## src/rtl/vec_mul_pp_sequencer_pkg.sv

```systemverilog
`default_nettype none
// ============================================================================
// Module : vec_mul_pkg
// Desc   : Mode/state encodings and step-schedule helpers for the iterative
//          SIMD byte multiplier.
// Rev    : 1.0
// ============================================================================
package vec_mul_pkg;

    typedef enum logic [1:0] {
        MODE_8    = 2'b00,
        MODE_16   = 2'b01,
        MODE_32   = 2'b10,
        MODE_RSVD = 2'b11
    } mode_e;

    typedef enum logic [1:0] {
        IDLE = 2'b00,
        CALC = 2'b01,
        DONE = 2'b10
    } state_e;

    function automatic logic [4:0] num_steps(input mode_e mode);
        case (mode)
            MODE_8:  return 5'd4;
            MODE_16: return 5'd8;
            MODE_32: return 5'd16;
            default: return 5'd1;
        endcase
    endfunction

    // Returns {i[1:0], j[1:0]}: i selects the a byte, j the b byte.
    function automatic logic [3:0] pair_idx(input mode_e mode, input logic [3:0] step);
        case (mode)
            MODE_8:  return {step[1:0], step[1:0]};
            MODE_16: return {step[2], step[1], step[2], step[0]};
            MODE_32: return step;
            default: return 4'd0;
        endcase
    endfunction

endpackage
`default_nettype wire

```

## src/rtl/vec_mul_pp_sequencer_mul8.sv

```systemverilog
`default_nettype none
// ============================================================================
// Module : multiplier_8bit
// Desc   : Unsigned 8x8 -> 16 combinational byte multiplier core.
// Rev    : 1.0
// ============================================================================
module multiplier_8bit (
    input  logic [7:0]  a,
    input  logic [7:0]  b,
    output logic [15:0] p
);

    assign p = 16'(a) * 16'(b);

endmodule
`default_nettype wire

```

## src/rtl/vec_mul_pp_sequencer.sv

```systemverilog
`default_nettype none
// ============================================================================
// Module : vec_mul_pp_sequencer
// Desc   : Iterative 4x8/2x16/1x32 unsigned SIMD multiplier stepping byte
//          pairs through one multiplier_8bit. Optional VEC_MUL_ZERO_BYPASS_EN
//          short-circuits operations with a zero operand.
// Rev    : 1.0
// ============================================================================
module vec_mul_pp_sequencer
    import vec_mul_pkg::*;
#(
    parameter int DATA_W = 32,
    parameter int RES_W  = 2 * DATA_W
) (
    input  logic              clk,
    input  logic              rst_n,
    input  logic              in_valid,
    output logic              in_ready,
    input  logic [1:0]        in_mode,
    input  logic [DATA_W-1:0] in_a,
    input  logic [DATA_W-1:0] in_b,
    output logic              out_valid,
    input  logic              out_ready,
    output logic [RES_W-1:0]  out_prod,
    output logic              out_err
);

    generate
        if (DATA_W != 32) begin : g_bad_width
            $error("vec_mul_pp_sequencer: DATA_W must be 32");
        end
    endgenerate

    state_e            r_state;
    mode_e             r_mode;
    logic [DATA_W-1:0] r_a;
    logic [DATA_W-1:0] r_b;
    logic [3:0]        r_step;
    logic [RES_W-1:0]  r_acc;
    logic              r_err;
    logic              r_in_ready;
    logic              r_out_valid;
    logic [RES_W-1:0]  r_out_prod;
    logic              r_out_err;

    logic [3:0]        w_pair;
    logic [1:0]        w_i;
    logic [1:0]        w_j;
    logic [2:0]        w_ij;
    logic [7:0]        w_a_byte;
    logic [7:0]        w_b_byte;
    logic [15:0]       w_pp;
    logic [RES_W-1:0]  w_shifted;
    logic              w_last;
    logic              w_accept;
    logic              w_bypass;

    assign w_pair    = pair_idx(r_mode, r_step);
    assign w_i       = w_pair[3:2];
    assign w_j       = w_pair[1:0];
    assign w_ij      = {1'b0, w_i} + {1'b0, w_j};
    assign w_a_byte  = r_a[{w_i, 3'b000} +: 8];
    assign w_b_byte  = r_b[{w_j, 3'b000} +: 8];
    assign w_shifted = RES_W'(w_pp) << {w_ij, 3'b000};
    assign w_last    = ({1'b0, r_step} == (num_steps(r_mode) - 5'd1));
    assign w_accept  = in_valid & r_in_ready;

`ifdef VEC_MUL_ZERO_BYPASS_EN
    assign w_bypass = ((in_a == '0) || (in_b == '0)) && (in_mode != MODE_RSVD);
`else
    assign w_bypass = 1'b0;
`endif

    multiplier_8bit u_mul8 (
        .a (w_a_byte),
        .b (w_b_byte),
        .p (w_pp)
    );

    always_ff @(posedge clk or negedge rst_n) begin
        if (!rst_n) begin
            r_state     <= IDLE;
            r_mode      <= MODE_8;
            r_a         <= '0;
            r_b         <= '0;
            r_step      <= '0;
            r_acc       <= '0;
            r_err       <= 1'b0;
            r_in_ready  <= 1'b0;
            r_out_valid <= 1'b0;
            r_out_prod  <= '0;
            r_out_err   <= 1'b0;
        end else begin
            case (r_state)
                IDLE: begin
                    if (w_accept) begin
                        r_a        <= in_a;
                        r_b        <= in_b;
                        r_mode     <= mode_e'(in_mode);
                        r_acc      <= '0;
                        r_step     <= '0;
                        r_err      <= (in_mode == MODE_RSVD);
                        r_in_ready <= 1'b0;
                        r_state    <= w_bypass ? DONE : CALC;
                    end else begin
                        r_in_ready <= 1'b1;
                    end
                end
                CALC: begin
                    // Lane products never exceed their lane, so a plain add is carry-safe.
                    if (!r_err) begin
                        r_acc <= r_acc + w_shifted;
                    end
                    r_step <= r_step + 4'd1;
                    if (w_last) begin
                        r_state <= DONE;
                    end
                end
                DONE: begin
                    if (!r_out_valid) begin
                        r_out_valid <= 1'b1;
                        r_out_prod  <= r_err ? '0 : r_acc;
                        r_out_err   <= r_err;
                    end else if (out_ready) begin
                        r_out_valid <= 1'b0;
                        r_out_err   <= 1'b0;
                        r_in_ready  <= 1'b1;
                        r_state     <= IDLE;
                    end
                end
                default: begin
                    r_state <= IDLE;
                end
            endcase
        end
    end

    assign in_ready  = r_in_ready;
    assign out_valid = r_out_valid;
    assign out_prod  = r_out_prod;
    assign out_err   = r_out_err;

endmodule
`default_nettype wire

```

## config.mk

```make
export PLATFORM = sky130hd
export DESIGN_NAME = vec_mul_pp_sequencer
export DESIGN_NICKNAME = d
export VERILOG_FILES = /design/src/rtl/vec_mul_pp_sequencer_pkg.sv /design/src/rtl/vec_mul_pp_sequencer_mul8.sv /design/src/rtl/vec_mul_pp_sequencer.sv
export SDC_FILE = /design/constraint.sdc
export NUM_CORES = 1
export LEC_CHECK = 0
export CAP_MARGIN = 5
export CORE_AREA = 2 2 232 165
export CTS_BUF_LIST = sky130_fd_sc_hd__clkbuf_4 sky130_fd_sc_hd__clkbuf_8
export DETAILED_ROUTE_END_ITERATION = 8
export DIE_AREA = 0 0 234 167
export SLEW_MARGIN = 20
export SYNTH_ARGS = -nofsm -noshare
export SYNTH_HDL_FRONTEND = slang
export SYNTH_SLANG_ARGS = --single-unit
```

## constraint.sdc

```tcl
create_clock -name clk -period 14.2 [get_ports clk]
set_clock_uncertainty 0.05 [all_clocks]
set_input_delay 2.84 -clock clk [delete_from_list [all_inputs] [get_ports clk]]
set_output_delay 2.84 -clock clk [all_outputs]
set_load 0.02 [all_outputs]
```

==> results of run 1 <==
## per-stage QoR
stage | instances | hold slack (ps) | worst slack [ps] | area (um^2) | util [%]
global placement | 2349 | 407 | 4260 | 16300 | 44.4
floorplan | 1803 | 389 | 5880 | 14600 | -
CTS | 2414 | 423 | 4140 | 17100 | 46.5
global route | 2414 | 445 | 3480 | 17100 | 46.5
finish | 2414 | 417 | 4050 | 17100 | 46.5
detailed placement | 2349 | 407 | 4200 | 16300 | 44.4
## worst max-delay path, delay by kind of cell (launching register included)
| family | cells | cell delay, ps |
|---|---|---|
| mux | 1 | 370 |
| flops | 1 | 380 |
| fa+ha+maj | 8 | 3280 |
| buf+inv | 5 | 470 |
| simple gates | 4 | 1190 |
| compound gates | 18 | 4350 |
## worst max-delay path by stage
stage,cells after the start,end
6_report,36,r_acc[57]$_DFFE_PN0P_
5_1_grt,36,r_acc[57]$_DFFE_PN0P_
4_1_cts,36,r_acc[57]$_DFFE_PN0P_
3_5_place_dp,36,r_acc[57]$_DFFE_PN0P_
3_3_place_gp,36,r_acc[57]$_DFFE_PN0P_
2_1_floorplan,37,r_acc[56]$_DFFE_PN0P_
## layout make-up
cell class              instances  area share [%]
clock buffers                  56            4.13
clock inverters                 9           0.467
inverters                      77            1.70
multi-input cells            1429            51.7
flip-flops and latches        204            29.8
well taps                     488            3.56
repair buffers                151            8.62
## cells by family (layout without fill, tap and decap cells)
logic type,after synthesis,count (layout),share of synthesized area [%]
AND/OR/NAND/NOR,747,747,21.4
AO/OA/AOI/OAI,444,444,19.0
flip-flops,204,204,35.0
buffers and inverters,170,293,4.43
adder cells (fa/ha/maj),144,144,14.3
XOR/XNOR,69,69,4.14
multiplexers,25,25,1.79
## layer usage
metal  vias up  global-route usage (%)  wire [um]
li1       6333                       -          -
met1      6131                    36.1      22700
met2       383                    29.6      16700
met3        57                    4.47       2890
met4         0                    5.37        850
met5         -                       0          0
## layout by cell type, fill, tap and decap left out, drive strengths merged, types with 11 or more instances in the layout
cell type      count
xor2              34
o21a              11
or2               12
mux2i             16
a21o              31
clkdlybuf4s50    135
xnor2             35
buf               15
and3              15
dfrtp            204
nor3              16
fa                38
o21bai            22
o21ai            184
ha               106
nand2            459
nor2             148
clkbuf            57
nand4             25
nand3             25
inv               77
nor2b             16
a21oi            104
## synth_stat cells, types with 9 or more instances
| master | n | area share (%) |
|---|---|---|
| sky130_fd_sc_hd__nand4_1 | 25 | 1.1 |
| sky130_fd_sc_hd__o21bai_1 | 20 | 1.0 |
| sky130_fd_sc_hd__nor3_1 | 16 | 0.55 |
| sky130_fd_sc_hd__o21ai_0 | 168 | 5.8 |
| sky130_fd_sc_hd__ha_1 | 106 | 9.1 |
| sky130_fd_sc_hd__nand2b_1 | 9 | 0.39 |
| sky130_fd_sc_hd__xnor2_1 | 35 | 2.1 |
| sky130_fd_sc_hd__o21ai_1 | 16 | 0.55 |
| sky130_fd_sc_hd__o21a_1 | 11 | 0.57 |
| sky130_fd_sc_hd__and2_1 | 9 | 0.39 |
| sky130_fd_sc_hd__or2_2 | 12 | 0.51 |
| sky130_fd_sc_hd__nand3_1 | 25 | 0.86 |
| sky130_fd_sc_hd__nand2_1 | 459 | 12 |
| sky130_fd_sc_hd__xor2_1 | 34 | 2.0 |
| sky130_fd_sc_hd__a21o_1 | 31 | 1.6 |
| sky130_fd_sc_hd__and3_1 | 15 | 0.64 |
| sky130_fd_sc_hd__mux2i_1 | 16 | 1.1 |
| sky130_fd_sc_hd__nor2_1 | 147 | 3.8 |
| sky130_fd_sc_hd__clkbuf_1 | 81 | 2.1 |
| sky130_fd_sc_hd__mux2_2 | 9 | 0.69 |
| sky130_fd_sc_hd__inv_1 | 77 | 2.0 |
| sky130_fd_sc_hd__a22oi_1 | 9 | 0.46 |
| sky130_fd_sc_hd__dfrtp_1 | 204 | 35 |
| sky130_fd_sc_hd__fa_1 | 38 | 5.2 |
| sky130_fd_sc_hd__a21oi_1 | 97 | 3.3 |
| sky130_fd_sc_hd__nor2b_1 | 16 | 0.69 |
## flip-flops by register name, indices dropped and copies added (netlist names)
register	count
r_step	4
r_a	32
out_valid	1
in_ready	1
r_err	1
r_b	32
out_err	1
r_mode	2
out_prod	64
r_acc	64
r_state	2
==> out/metrics.json, run 1 <==
{
  "detail-route-antenna-nets": {"value": 0},
  "maximum_number_of_pins_on_one_net_before_global_route_repair": {"value": 96},
  "insertion_delay": {"value": 570, "unit": "ps"},
  "seq_area": {"value": 5100, "unit": "um^2"},
  "reg2reg_setup_slack": {"value": 4050, "unit": "ps"},
  "slowest_stage": {"value": "sky130_fd_sc_hd__a31oi_1"},
  "worst-path-max-fanout": {"value": 18},
  "worst_hold_depth": {"value": 2},
  "maxCapViolCount": {"value": 0},
  "regToRegEndpoint": {"value": "r_acc[57]$_DFFE_PN0P_"},
  "run_status": {"value": "finished, final reports clean"},
  "post-cts-setup-buffer-count": {"value": 0},
  "critPathCaptureType": {"value": "flop"},
  "cts.clk_slew.worst_paths": {"value": 60, "unit": "ps"},
  "synth-edff-count": {"value": 0},
  "initial_antenna_violation_count": {"value": 0},
  "global_route.usage.total": {"value": 22.3, "unit": "%"},
  "cts_root_buf": {"value": "sky130_fd_sc_hd__clkbuf_8"},
  "place.port_buffers": {"value": 136},
  "hp-class": {"value": "flop to flop"},
  "setup-violations-final": {"value": 0},
  "ff2ff_path_depth": {"value": 36},
  "yosys.cell_types.count": {"value": 69},
  "crit_path_start": {"value": "r_mode[0]$_DFFE_PN0P_"},
  "cp_common_cell": {"value": "sky130_fd_sc_hd__a21oi_1"},
  "row_count": {"value": 59},
  "number_of_violations_reported_at_the_end_of_detailed_routing_iteration_0": {"value": 846},
  "cts_repair_resize_count": {"value": 0},
  "min_period_over_period": {"value": 71.5, "unit": "%"},
  "drt-vias-per-instance": {"value": 5.35},
  "setup_total_negative_slack": {"value": 0, "unit": "ps"},
  "crit_path_dat": {"value": 10580, "unit": "ps"},
  "start_point_of_the_worst_hold_path": {"value": "r_b[14]$_DFFE_PN0P_"},
  "cts_hold_buf": {"value": 0},
  "floorplan.die.width": {"value": 234, "unit": "um"},
  "multiInputGateArea": {"value": 8860, "unit": "um^2"},
  "finalNetCount": {"value": 2114},
  "slowest_delay": {"value": 620, "unit": "ps"},
  "whs_endpoint": {"value": "r_b[14]$_DFFE_PN0P_"},
  "detail_route.drc_violations": {"value": 0},
  "ys.warnings.count": {"value": 0},
  "antenna-diode-count": {"value": 0},
  "synth_seq_cells": {"value": 204},
  "worst_slew_margin_rel": {"value": 34.3, "unit": "%"},
  "ys.flop_type": {"value": "sky130_fd_sc_hd__dfrtp_1"},
  "period_minus_slack": {"value": 10150, "unit": "ps"},
  "place_hpwl": {"value": 33000, "unit": "um"},
  "max_freq": {"value": 98.5, "unit": "MHz"},
  "die_h": {"value": 167, "unit": "um"},
  "timing_worst_setup_path_type": {"value": "flop to flop"},
  "cts_inserted_buffers": {"value": 37},
  "unrepaired_setup_endpoints_after_global_routing": {"value": "false"},
  "synth_nets": {"value": 2017},
  "num-fill-cells": {"value": 3606},
  "gpl.final_weighted_congestion": {"value": 0.935},
  "critical_path_required": {"value": 14630, "unit": "ps"},
  "synth_seq_area_share": {"value": 35.0, "unit": "%"},
  "r2r_start": {"value": "r_mode[0]$_DFFE_PN0P_"},
  "synthesis.area_per_instance": {"value": 8.09, "unit": "um^2"},
  "grt_first_pass_wirelength": {"value": 69600, "unit": "um"},
  "number_of_optimization_iterations_in_the_first_detailed_route_pass": {"value": 5},
  "initial_utilization": {"value": 39.6, "unit": "%"},
  "hold_violations": {"value": 0},
  "grt.overflow.total": {"value": 0},
  "critical_path.startpoint_type": {"value": "flop"},
  "drt-total-wl": {"value": 43200, "unit": "um"},
  "area_growth_syn_to_layout": {"value": 17.5, "unit": "%"},
  "async_reset_ff_share": {"value": 100, "unit": "%"},
  "drv_slew": {"value": 0},
  "wire_per_inst": {"value": 17.9, "unit": "um"},
  "cts.htree.levels": {"value": 2},
  "mappedNetlistArea": {"value": 14600, "unit": "um^2"},
  "cts_tree": {"value": "built"},
  "via_count": {"value": 12904},
  "die-area": {"value": 39100, "unit": "um^2"},
  "drive_above_1_share": {"value": 6.91, "unit": "%"},
  "clock_sink_count": {"value": 204},
  "via_count_of_the_first_global_routing_pass": {"value": 12516},
  "design.portCount": {"value": 137},
  "tightest_slew": {"value": 985, "unit": "ps"},
  "design.core.area": {"value": 36800, "unit": "um^2"},
  "clock_path_buffers": {"value": 3},
  "cells_after_synth": {"value": 1803}
}
Power of run 1 is left out: the tool's default activity adds up to more than one toggle a clock period on the data nets, which glitch-free logic cannot reach.
==> run 2: changes to the inputs <==
Clock period 14.2 ns to 9.8 ns, I/O delays scaled along.
==> run 2 against run 1 <==
  * Utilization rose by 0.33 points
  * Die area did not move
  * Hold slack improved by 7.2 ps
  * Cell count rose by 0.41%
  * Worst setup slack got worse by 3500 ps
  * Wire length fell by 1.0%
  * Maximum frequency rose by 9.5%
  * Via count rose by 1.1%
  * Highest routed layer unchanged
==> out/metrics.json, run 2 (synthesis results as in run 1) <==
{
  "finalNetCount": {"value": 2126},
  "run_status": {"value": "finished, final reports clean"},
  "place_hpwl": {"value": 32600, "unit": "um"},
  "floorplan.die.width": {"value": 234, "unit": "um"},
  "drv_slew": {"value": 0},
  "detail-route-antenna-nets": {"value": 0},
  "design.core.area": {"value": 36800, "unit": "um^2"},
  "critical_path_required": {"value": 10170, "unit": "ps"},
  "min_period_over_period": {"value": 94.6, "unit": "%"},
  "hp-class": {"value": "flop to flop"},
  "slowest_stage": {"value": "sky130_fd_sc_hd__fa_1"},
  "die_h": {"value": 167, "unit": "um"},
  "drt-total-wl": {"value": 42700, "unit": "um"},
  "maximum_number_of_pins_on_one_net_before_global_route_repair": {"value": 99},
  "regToRegEndpoint": {"value": "r_acc[56]$_DFFE_PN0P_"},
  "via_count_of_the_first_global_routing_pass": {"value": 12420},
  "slowest_delay": {"value": 540, "unit": "ps"},
  "setup-violations-final": {"value": 0},
  "critical_path.startpoint_type": {"value": "flop"},
  "place.port_buffers": {"value": 136},
  "num-fill-cells": {"value": 3613},
  "design.portCount": {"value": 137},
  "ff2ff_path_depth": {"value": 36},
  "critPathCaptureType": {"value": "flop"},
  "global_route.usage.total": {"value": 22.2, "unit": "%"},
  "period_minus_slack": {"value": 9270, "unit": "ps"},
  "initial_antenna_violation_count": {"value": 1},
  "cts.clk_slew.worst_paths": {"value": 60, "unit": "ps"},
  "cts_hold_buf": {"value": 0},
  "initial_utilization": {"value": 39.6, "unit": "%"},
  "worst_hold_depth": {"value": 2},
  "number_of_violations_reported_at_the_end_of_detailed_routing_iteration_0": {"value": 1002},
  "worst-path-max-fanout": {"value": 13},
  "max_freq": {"value": 108, "unit": "MHz"},
  "cts_tree": {"value": "built"},
  "crit_path_dat": {"value": 9640, "unit": "ps"},
  "cts.htree.levels": {"value": 2},
  "setup_total_negative_slack": {"value": 0, "unit": "ps"},
  "hold_violations": {"value": 0},
  "drive_above_1_share": {"value": 7.54, "unit": "%"},
  "clock_path_buffers": {"value": 3},
  "multiInputGateArea": {"value": 8890, "unit": "um^2"},
  "reg2reg_setup_slack": {"value": 530, "unit": "ps"},
  "maxCapViolCount": {"value": 0},
  "layout.cells.most_common_list": {"value": "sky130_fd_sc_hd__nand2_1 (459), sky130_fd_sc_hd__dfrtp_1 (204), sky130_fd_sc_hd__o21ai_0 (166), sky130_fd_sc_hd__nor2_1 (144), sky130_fd_sc_hd__clkdlybuf4s50_1 (135)"},
  "whs_endpoint": {"value": "r_b[12]$_DFFE_PN0P_"},
  "detail_route.drc_violations": {"value": 0},
  "drt-vias-per-instance": {"value": 5.38},
  "area_growth_syn_to_layout": {"value": 18.3, "unit": "%"},
  "row_count": {"value": 59},
  "antenna-diode-count": {"value": 0},
  "placedInstanceArea": {"value": 16400, "unit": "um^2"},
  "worst_slew_margin_rel": {"value": 34.5, "unit": "%"},
  "seq_area": {"value": 5100, "unit": "um^2"},
  "final_area": {"value": 17300, "unit": "um^2"},
  "clock_sink_count": {"value": 204},
  "gpl.final_weighted_congestion": {"value": 0.920},
  "insertion_delay": {"value": 560, "unit": "ps"},
  "final_common_cell": {"value": "sky130_fd_sc_hd__nand2_1"},
  "cts_root_buf": {"value": "sky130_fd_sc_hd__clkbuf_8"},
  "number_of_optimization_iterations_in_the_first_detailed_route_pass": {"value": 6},
  "die-area": {"value": 39100, "unit": "um^2"},
  "grt_first_pass_wirelength": {"value": 69500, "unit": "um"},
  "grt.overflow.total": {"value": 0},
  "r2r_start": {"value": "r_mode[0]$_DFFE_PN0P_"},
  "start_point_of_the_worst_hold_path": {"value": "r_b[12]$_DFFE_PN0P_"},
  "tightest_slew": {"value": 982, "unit": "ps"},
  "via_count": {"value": 13047},
  "timing_worst_setup_path_type": {"value": "flop to flop"},
  "cts_inserted_buffers": {"value": 36},
  "wire_per_inst": {"value": 17.6, "unit": "um"}
}
[run 2: changes by cell type in the layout (fill, tap and decap cells not counted), moves of 2 or more]
cell                         change
sky130_fd_sc_hd__clkinvlp_4      -2
sky130_fd_sc_hd__bufinv_16       +2
sky130_fd_sc_hd__clkbuf_8        -6
sky130_fd_sc_hd__buf_4          +12
sky130_fd_sc_hd__o21ai_0         -2
[run 2: final cells by class]
class / instances / share of cell area [%]
clock inverter: 12 / 0.870
multi-input combinational: 1429 / 51.5
clock buffer: 50 / 3.63
inverter: 77 / 1.69
timing repair buffer: 164 / 9.20
sequential: 204 / 29.6
tap: 488 / 3.54
[run 2: what timing repair did]
item,4_1_cts,5_1_grt
endpoints found under the setup margin,0,36
buffers inserted,0,1
gates resized for setup,0,7
[run 2: per-layer routing]
| metal | global-route usage, % | up-vias | part of all wire (%) |
|---|---|---|---|
| met5 | 0 | - | 0 |
| met4 | 4.13 | 0 | 1.5 |
| met3 | 3.96 | 42 | 5.6 |
| met2 | 30.1 | 320 | 40 |
| met1 | 36.1 | 6300 | 52 |
| li1 | - | 6385 | - |
[run 2: critical path: cells and delay by family (launching register included)]
| family | cells | cell delay [ps] |
|---|---|---|
| AO/OA/AOI/OAI | 16 | 3570 |
| adder cells (fa/ha/maj) | 8 | 3200 |
| AND/OR/NAND/NOR | 5 | 1000 |
| XOR/XNOR | 2 | 510 |
| buffers and inverters | 5 | 400 |
| flip-flops | 1 | 380 |
[run 2: through the flow]
| stage | util, % | instances | hold slack [ps] | worst slack [ps] |
|---|---|---|---|---|
| after CTS | 46.7 | 2423 | 425 | 22.2 |
| after floorplan | - | 1803 | 389 | 1480 |
| final | 46.8 | 2424 | 424 | 531 |
| after global placement | 44.6 | 2361 | 403 | 228 |
| after global routing | 46.8 | 2424 | 445 | -3.49 |
| after detailed placement | 44.6 | 2361 | 409 | 58.3 |
[run 2: worst max path at each step]
stage,startpoint,slack (ps),to,cells after the start
detailed placement,r_mode[0]$_DFFE_PN0P_,60,r_acc[56]$_DFFE_PN0P_,35
global placement,r_mode[0]$_DFFE_PN0P_,230,r_acc[56]$_DFFE_PN0P_,35
global route,r_mode[0]$_DFFE_PN0P_,-3,r_acc[56]$_DFFE_PN0P_,35
CTS,r_mode[0]$_DFFE_PN0P_,20,r_acc[56]$_DFFE_PN0P_,35
finish,r_mode[0]$_DFFE_PN0P_,530,r_acc[56]$_DFFE_PN0P_,36
floorplan,r_mode[0]$_DFFE_PN0P_,1480,r_acc[56]$_DFFE_PN0P_,37
Power of run 2 is left out for the same reason.
==> run 3: changes to the inputs <==
Settings changed: ABC_CLOCK_PERIOD_IN_PS set to 9800.
==> results of run 3 <==
No change in the layout: final DEF, timing and power equal those of run 2.
Power of run 3 is left out for the same reason.
